File: src/rtl/sdcard_block_reader.sv
// Reads one SD card block with CMD17 through an SPI interface register file; the data moves by hardware DMA.
// Define SDCARD_CRC_CHECK_EN to add the CHECK state, which inspects the CRC residue registers after the read.

module sdcard_block_reader #(
    parameter logic [4:0] SPI_BITS    = 5'h07,
    parameter int         R1_TRIES    = 8,
    parameter int         TOKEN_TRIES = 1024
) (
    input  logic        clk,
    input  logic        rst_n,
    input  logic        req,
    input  logic [31:0] blk_addr,
    output logic        busy,
    output logic        done,
    output logic [1:0]  err_code,
    output logic [2:0]  bus_a,
    output logic [7:0]  bus_wd,
    input  logic [7:0]  bus_rd,
    output logic        bus_cs,
    output logic        bus_we,
    output logic [3:0]  dbg_state
);

    // Handshake: a one-cycle req in IDLE is accepted; busy rises next cycle and
    // falls with the one-cycle done pulse, when err_code becomes valid.
    typedef enum logic [3:0] {
        S_IDLE, S_CFG, S_CMD, S_R1, S_TOKEN, S_CRCCLR,
        S_DMA, S_DMAWAIT, S_CRCRD, S_CHECK, S_FIN
    } state_t;

    typedef enum logic [1:0] {PH_WR, PH_POLL, PH_RD} phase_t;

    localparam logic [10:0] R1_LIM  = 11'(R1_TRIES);
    localparam logic [10:0] TOK_LIM = 11'(TOKEN_TRIES);

    state_t      r_state;
    phase_t      r_ph;
    logic [10:0] r_cnt;
    logic [31:0] r_addr;
    logic        r_busy;
    logic        r_done;
    logic [1:0]  r_err;
    logic        r_cs;
    logic        r_we;
    logic [2:0]  r_a;
    logic [7:0]  r_wd;
`ifdef SDCARD_CRC_CHECK_EN
    logic        r_crc_bad;
`endif

    logic [10:0] w_cnt_inc;
    logic [7:0]  w_cmd_byte;
    logic        w_fin;
    logic [1:0]  w_fin_err;

    assign w_cnt_inc = r_cnt + 11'd1;

    // Command byte that follows the one just completed (index r_cnt).
    always_comb begin
        w_cmd_byte = 8'hFF;
        case (r_cnt)
            11'd0:   w_cmd_byte = r_addr[31:24];
            11'd1:   w_cmd_byte = r_addr[23:16];
            11'd2:   w_cmd_byte = r_addr[15:8];
            11'd3:   w_cmd_byte = r_addr[7:0];
            default: w_cmd_byte = 8'hFF;
        endcase
    end

    // Termination decisions: errors, timeouts and the normal end of the read.
    always_comb begin
        w_fin     = 1'b0;
        w_fin_err = 2'b00;
        if (r_ph == PH_RD) begin
            case (r_state)
                S_R1: begin
                    if (bus_rd != 8'h00 && !bus_rd[7]) begin
                        w_fin = 1'b1; w_fin_err = 2'b01;
                    end else if (bus_rd[7] && w_cnt_inc == R1_LIM) begin
                        w_fin = 1'b1; w_fin_err = 2'b10;
                    end
                end
                S_TOKEN: begin
                    if (bus_rd != 8'hFE && bus_rd != 8'hFF) begin
                        w_fin = 1'b1; w_fin_err = 2'b01;
                    end else if (bus_rd == 8'hFF && w_cnt_inc == TOK_LIM) begin
                        w_fin = 1'b1; w_fin_err = 2'b10;
                    end
                end
`ifndef SDCARD_CRC_CHECK_EN
                S_CRCRD: if (r_cnt == 11'd1) w_fin = 1'b1;
`endif
                default: ;
            endcase
        end
`ifdef SDCARD_CRC_CHECK_EN
        if (r_state == S_CHECK && r_cnt == 11'd1) begin
            w_fin     = 1'b1;
            w_fin_err = (r_crc_bad || bus_rd != 8'h00) ? 2'b11 : 2'b00;
        end
`endif
    end

    always_ff @(posedge clk or negedge rst_n) begin
        if (!rst_n) begin
            r_state <= S_IDLE;
            r_ph    <= PH_WR;
            r_cnt   <= '0;
            r_addr  <= '0;
            r_busy  <= 1'b0;
            r_done  <= 1'b0;
            r_err   <= 2'b00;
            r_cs    <= 1'b0;
            r_we    <= 1'b0;
            r_a     <= '0;
            r_wd    <= '0;
`ifdef SDCARD_CRC_CHECK_EN
            r_crc_bad <= 1'b0;
`endif
        end else begin
            r_done <= 1'b0;
            if (w_fin) begin
                r_state <= S_FIN;
                r_err   <= w_fin_err;
                r_done  <= 1'b1;
                r_busy  <= 1'b0;
                r_ph    <= PH_WR;
                r_cs    <= 1'b0;
                r_we    <= 1'b0;
                r_a     <= '0;
                r_wd    <= '0;
            end else begin
                case (r_state)
                    S_IDLE: if (req) begin
                        r_addr  <= blk_addr;
                        r_busy  <= 1'b1;
                        r_err   <= 2'b00;
                        r_cnt   <= '0;
                        r_state <= S_CFG;
                        r_cs    <= 1'b1;
                        r_we    <= 1'b1;
                        r_a     <= 3'd0;
                        r_wd    <= {3'b000, SPI_BITS};
                    end
                    S_CFG: begin
                        r_state <= S_CMD;
                        r_ph    <= PH_WR;
                        r_cnt   <= '0;
                        r_a     <= 3'd1;
                        r_wd    <= 8'h51;
                    end
                    S_CMD, S_R1, S_TOKEN, S_CRCRD: begin
                        case (r_ph)
                            PH_WR: begin
                                r_ph <= PH_POLL;
                                r_we <= 1'b0;
                                r_a  <= 3'd0;
                                r_wd <= '0;
                            end
                            PH_POLL: if (bus_rd[7]) begin
                                r_ph <= PH_RD;
                                r_a  <= 3'd1;
                            end
                            default: begin
                                // Byte received; by default start the next 0xFF transfer.
                                r_ph  <= PH_WR;
                                r_we  <= 1'b1;
                                r_a   <= 3'd1;
                                r_wd  <= 8'hFF;
                                r_cnt <= w_cnt_inc;
                                case (r_state)
                                    S_CMD: begin
                                        if (r_cnt == 11'd5) begin
                                            r_state <= S_R1;
                                            r_cnt   <= '0;
                                        end else begin
                                            r_wd <= w_cmd_byte;
                                        end
                                    end
                                    S_R1: if (bus_rd == 8'h00) begin
                                        r_state <= S_TOKEN;
                                        r_cnt   <= '0;
                                    end
                                    S_TOKEN: if (bus_rd == 8'hFE) begin
                                        r_state <= S_CRCCLR;
                                        r_cnt   <= '0;
                                        r_a     <= 3'd4;
                                        r_wd    <= 8'h00;
                                    end
                                    default: begin
`ifdef SDCARD_CRC_CHECK_EN
                                        if (r_cnt == 11'd1) begin
                                            r_state   <= S_CHECK;
                                            r_cnt     <= '0;
                                            r_we      <= 1'b0;
                                            r_a       <= 3'd4;
                                            r_wd      <= 8'h00;
                                            r_crc_bad <= 1'b0;
                                        end
`endif
                                    end
                                endcase
                            end
                        endcase
                    end
                    S_CRCCLR: begin
                        if (r_cnt == 11'd0) begin
                            r_cnt <= 11'd1;
                            r_a   <= 3'd5;
                        end else begin
                            r_state <= S_DMA;
                            r_a     <= 3'd0;
                            r_wd    <= {3'b010, SPI_BITS};
                        end
                    end
                    S_DMA: begin
                        r_state <= S_DMAWAIT;
                        r_we    <= 1'b0;
                        r_wd    <= '0;
                    end
                    S_DMAWAIT: if (!bus_rd[6]) begin
                        r_state <= S_CRCRD;
                        r_ph    <= PH_WR;
                        r_cnt   <= '0;
                        r_we    <= 1'b1;
                        r_a     <= 3'd1;
                        r_wd    <= 8'hFF;
                    end
`ifdef SDCARD_CRC_CHECK_EN
                    S_CHECK: begin
                        r_crc_bad <= (bus_rd != 8'h00);
                        r_cnt     <= 11'd1;
                        r_a       <= 3'd5;
                    end
`endif
                    S_FIN:   r_state <= S_IDLE;
                    default: r_state <= S_IDLE;
                endcase
            end
        end
    end

    assign busy      = r_busy;
    assign done      = r_done;
    assign err_code  = r_err;
    assign bus_a     = r_a;
    assign bus_wd    = r_wd;
    assign bus_cs    = r_cs;
    assign bus_we    = r_we;
    assign dbg_state = r_state;

endmodule

File: config.mk
export PLATFORM = sky130hd
export DESIGN_NAME = sdcard_block_reader
export DESIGN_NICKNAME = d
export VERILOG_FILES = /design/src/rtl/sdcard_block_reader.sv
export SDC_FILE = /design/constraint.sdc
export NUM_CORES = 1
export LEC_CHECK = 0
export CAP_MARGIN = 20
export CORE_MARGIN = 2
export CORE_UTILIZATION = 40
export DETAILED_ROUTE_END_ITERATION = 7
export GPL_TIMING_DRIVEN = 1
export PLACE_DENSITY = 0.61
export SETUP_SLACK_MARGIN = 0.02
export SYNTH_ARGS = -nofsm -noshare
export SYNTH_HDL_FRONTEND = slang
export SYNTH_SLANG_ARGS = --single-unit
File: constraint.sdc
create_clock -name clk -period 3.3 [get_ports clk]
set_input_delay 0.99 -clock clk [delete_from_list [all_inputs] [get_ports clk]]
set_output_delay 0.99 -clock clk [all_outputs]
set_load 0.005 [all_outputs]
Word-level counts from Yosys, hierarchy flattened
Index checks and enable logic that the tools add are counted.

operators by class
  bitwise logic cells = 1
  mux-type cells = 67
  reductions and logical operators = 27
  equal/unequal tests = 34
  $add $sub $neg = 1

operators with widths
  cell                                            count
  two-way mux 11 bit                              7
  one-hot mux 11 bit (5 select lines)             1
  two-way mux 8 bit                               6
  one-hot mux 8 bit (6 select lines)              1
  one-hot mux 11 bit (3 select lines)             1
  two-way mux 4 bit                               8
  one-hot mux 8 bit (2 select lines)              2
  one-hot mux 8 bit (4 select lines)              1
  one-hot mux 4 bit (6 select lines)              1
  == test 11 x 2 -> 1 bit, second input constant  2
  two-way mux 2 bit                               11
  two-way mux 3 bit                               7
  == test 4 x 3 -> 1 bit, second input constant   4
  == test 8 bit, second input constant            2
  inequality test 4 bit, second input constant    4
  inequality test 8 bit, second input constant    2
  inequality test 3 bit, second input constant    5
  one-hot mux 3 bit (5 select lines)              1
  two-way mux 1 bit                               12
  one-hot mux 4 bit (3 select lines)              1
  adder 11 x 1 -> 11 bit, second input constant   1
  == test 11 x 1 -> 1 bit, second input constant  1
  == test 11 bit, second input constant           1
  == test 11 x 3 -> 1 bit, second input constant  1
  other kinds (35)                                47

storage, ports and cells
  input port bits = 43
  register bits = 65
  word-level logic and storage cells = 140

Depth between registers and ports, before layout
Gate-level depths: netlist of run 1.

  depth in word-level cells = 9
  mapped depth = 10

Worst setup path before layout of run 1
OpenSTA, ideal clock, no wires.

  kind = flip-flop to flip-flop
  start point = register r_cnt[0]
  end point = register r_cnt[6]
  data required time = 3,168 ps
  data arrival time = 2,684 ps
  stages on the path, launching flop included = 11
  slack = 484 ps
  buffers on the path = 2
  cell sequence = dfrtp_1 > ha_1 > buf_2 > nand3_2 > or4_4 > a2111o_1 > a2111oi_4 > nor3_4 > buf_6 > mux2i_1 > o21ai_1

between the ends
  longest elaborated chain between the ends = 9

ends and longest elaborated chain
  what                                                              RTL line  source
  start: declaration                                                38        logic [10:0] r_cnt;
  start signal: assignment                                          170       r_cnt <= w_cnt_inc;
  adder 11 x 1 -> 11 bit                                            56        assign w_cnt_inc = r_cnt + 11'd1;
  == test 11 bit / == test 11 x 4 -> 1 bit (equally long branches)  86, 79
  logical AND 1 bit (on tied branches)                              86, 79
  two-way mux 1 bit (on tied branches)                              86, 79
  two-way mux 1 bit (on tied branches)                              84, 77
  one-hot mux 1 bit (3 select lines)                                75        case (r_state)
  two-way mux 1 bit                                                 74        if (r_ph == PH_RD) begin
  NOT 1 bit (no line)                                               n/a
  AND reduction 6 bit (no line)                                     n/a

Several ways; a longest one is shown, not always the timed one. The select of a mux whose other input is x is not followed.
A chain may end at the register's enable or synchronous reset.

Final worst setup path of run 1
  start point = input port bus_rd[7]
  end point = register r_cnt[2]

between the ends
  longest elaborated chain between the ends = 8

ends and longest elaborated chain
  what                                RTL line  source
  start: declaration                  18        input logic [7:0] bus_rd,
  == test 8 bit                       86        end else if (bus_rd == 8'hFF && w_cnt_inc == TOK_LIM) begin
  logical AND 1 bit                   86
  two-way mux 1 bit                   86
  two-way mux 1 bit                   84        if (bus_rd != 8'hFE && bus_rd != 8'hFF) begin
  one-hot mux 1 bit (3 select lines)  75
  two-way mux 1 bit                   74
  NOT 1 bit (no line)                 n/a
  AND reduction 6 bit (no line)       n/a

Several ways; a longest one is shown, not always the timed one. The select of a mux whose other input is x is not followed.

==> results of run 1 <==
[cells in the mapped netlist (4+ instances only)]
library cell / number / area (um^2)
a21oi_1: 13 / 65.1
a22o_1: 7 / 61.3
mux2i_1: 4 / 40.0
nor3_1: 7 / 35.0
nor4_1: 5 / 31.3
o31ai_1: 4 / 30.0
mux2_2: 32 / 360
nand2b_1: 8 / 50.1
o21ai_0: 15 / 75.1
ha_1: 5 / 62.6
a21boi_0: 4 / 30.0
nand4_1: 9 / 56.3
nor2_1: 23 / 86.3
dfrtp_1: 64 / 1600
nand2_1: 38 / 143
inv_1: 8 / 30.0
a22oi_1: 6 / 45.0
nor2b_1: 10 / 62.6
buf_4: 7 / 52.6
o21ai_1: 16 / 80.1
nand3_1: 13 / 65.1
a32oi_1: 10 / 87.6
and3_1: 7 / 43.8
a2111oi_0: 5 / 43.8
a211o_1: 4 / 35.0
clkbuf_1: 17 / 63.8
[kinds of logic (layout without fill, tap and decap cells)]
family,count (synthesis),in the layout
flops,64,64
other cells,1,1
xor+xnor,4,4
buf+inv,38,121
compound gates,112,112
fa+ha+maj,5,5
simple gates,152,152
mux,38,38
[power breakdown]
group          internal [mW]  switching [mW]
combinational           1.25            1.33
clock                  0.526           0.329
sequential              1.10           0.259
total                   2.88            1.92
[metal layers]
layer  part of all wire, %  track usage, %  routed length [um]  vias to the layer above
li1                      -               -                   -                     1715
met3                   4.5            3.08                 485                       14
met4                   1.4            7.72                 147                        0
met5                     0               0                   0                        -
met2                    48            33.0                5160                       94
met1                    46            27.5                4920                     1717
[flip-flops by register name, summed over array words and instances, names as in the netlist]
register	count
r_cnt	11
r_addr	32
err_code	2
dbg_state	4
bus_a	2
done	1
r_ph	2
bus_cs	1
bus_wd	8
bus_we	1
[final cells by class]
class | instances | area (um^2) | share of cell area (%)
clock buffers | 10 | 138 | 2.67
inverters | 8 | 30.0 | 0.583
clock inverters | 6 | 115 | 2.24
multi-input cells | 312 | 2190 | 42.6
repair buffers | 97 | 903 | 17.5
well taps | 133 | 166 | 3.23
flip-flops and latches | 64 | 1600 | 31.1
[final timing paths]
path,start,end,slack (ns),depth (start not counted)
max,bus_rd[7],r_cnt[2],0.28,9
min,bus_wd[4],bus_wd[4],0.48,2
max reg2reg,r_cnt[8],r_cnt[2],0.32,7
min reg2reg,bus_wd[4],bus_wd[4],0.48,2
max in group asynchronous,rst_n,dbg_state[2],1.94,2
min in group asynchronous,rst_n,r_ph[0],0.79,2
[worst max-delay path, delay by kind of cell]
kind,cells,cell delay [ns]
buffers and inverters,2,0.58
AND/OR/NAND/NOR,2,0.68
AO/OA/AOI/OAI,5,0.99
[cell usage in the layout, fill, tap and decap left out, drive strengths merged, types with 5 or more instances in the layout]
cell type and count:
nor4 8, a22oi 6, inv 9, buf 36, a21oi 13, a22o 7, a32oi 10, ha 5
and3 7, a2111oi 6, nand4 10, nand3 14, nor2 23, clkbuf 10, nand2 38, a21boi 6
nor3 8, mux2 34, clkdlybuf4s50 61, dfrtp 64, nor2b 10, o21ai 31, nand2b 8
[repair_timing]
action                                  4_1_cts  5_1_grt
buffers inserted                              0        3
endpoints found under the setup margin        0        1
hold buffers                                  0        0
[per-stage QoR]
stage	utilization (%)	setup slack [ns]	power [mW]	area, um^2	TNS [ns]
after floorplan	-	0.484	2.94	3980	0
after global placement	50.1	-0.0317	3.86	4870	-0.0775
after detailed placement	50.1	-0.0549	3.89	4870	-0.248
after CTS	52.7	0.279	4.77	5130	0
after global routing	52.9	0.0923	5.16	5150	0
final	52.9	0.283	4.81	5150	0
==> impl_metrics.json, run 1 <==
{
  "coreArea_mm2": 0.00973,
  "grt_max_degree": 65,
  "synth.avg_cell_area_um2": 9.60,
  "drt-initial-drc-count": 158,
  "layout-drive-gt1-share_pct": 19.3,
  "cts_buffers": 9,
  "synth_cells": 414,
  "static-leakage-power_nw": 2.15,
  "synth.distinct_cells": 71,
  "wirelength_mm": 10.7,
  "drc": 0,
  "final_nets": 540,
  "crit_path_frequent_cell": "a21oi_1",
  "dieArea_mm2": 0.0108,
  "grt_pass1_vias": 3400,
  "rsz0062_at_grt": "no",
  "timing.hold.ws_ns": 0.481,
  "vdd.ir_drop.worst_uv": 381,
  "vias_per_cell": 5.62,
  "vias": 3540,
  "cts-root-buf": "clkbuf_8",
  "overflow": 0,
  "ys_ff_latch": 64,
  "synth-compound-area-share_pct": 20.1,
  "clock.fmax_mhz": 331,
  "drt_pass1_iterations": 5,
  "synthFlopType": "dfrtp_1",
  "area_growth_pct": 29.5,
  "start_util_pct": 40.9,
  "fin_crit_sh_pct": 91.4,
  "synth_top_family_by_area": "simple AND/OR/NAND/NOR gates",
  "dp_hpwl_mm": 7.74,
  "synth.area.mux_share_pct": 10.6,
  "path_class": "in2reg",
  "die_w_um": 104,
  "slew_violations": 0,
  "outcome": "complete, no violations",
  "port-buffer-count": 62,
  "synth_xor_area_share_pct": 0.881,
  "dp.cells": 611,
  "gp_congestion": 0.908,
  "cellPowerDensity_mw_per_mm2": 934,
  "hold_class": "reg2reg",
  "worstPathCellList": "clkdlybuf4s50_1, buf_4, nor4_1, a21oi_1, a22oi_1, a21oi_1, nor3_4, o21ai_0, a22o_1",
  "cp_max_fo": 11,
  "clockBufferDepth": 2,
  "die_y_um": 104,
  "slew_headroom_pct": 44.9,
  "yosys_warnings": 0,
  "grt_usage_pct": 20.3,
  "synth_nets": 462,
  "cts_tree": "built",
  "cap_violations": 0,
  "worst_pin_slew_ns": 0.827,
  "fin_crit_ns": 3.02,
  "start_kind": "primary input",
  "hold_viol": 0,
  "row_count": 36,
  "htree_levels": 3,
  "final_cells": 630,
  "ioPinCount": 64,
  "cp.arrival_ns": 3.25,
  "synth-edff-count": 0,
  "yosys.area_share.simple_pct": 22.0,
  "worstSkewPairLatency_ns": 0.35,
  "synth_adder_area_share_pct": 1.57,
  "ys_seq_area_share_pct": 40.3,
  "antenna_found_initial": 0,
  "netlist_area_mm2": 0.00398,
  "critPathRequiredTime_ns": 3.53,
  "routedWlPerCell_um": 17.0,
  "fin_skew_ns": 0.0124,
  "cts_sinks": 64,
  "endpoint_kind": "flop",
  "async_flop_share_pct": 100,
  "critPathSlowestCell": "nor3_4",
  "cts_resized": 0,
  "grt_pass1_wl_mm": 17.4,
  "cp_slowest_stage_delay_ns": 0.45,
  "nFillCells": 944,
  "setup_violations": 0,
  "drtAntennaViolNets": 0,
  "diodes": 0,
  "path_clk_slew_ns": 0.07
}
No activity file was read; power rests on OpenSTA's default activity.
==> inputs of run 2 (changes only) <==
Settings changed: CTS_BUF_LIST from default to sky130_fd_sc_hd__clkbuf_4 sky130_fd_sc_hd__clkbuf_8, SLEW_MARGIN from default to 15.
==> results of run 2 <==
No change in the layout: final DEF, timing and power equal those of run 1.
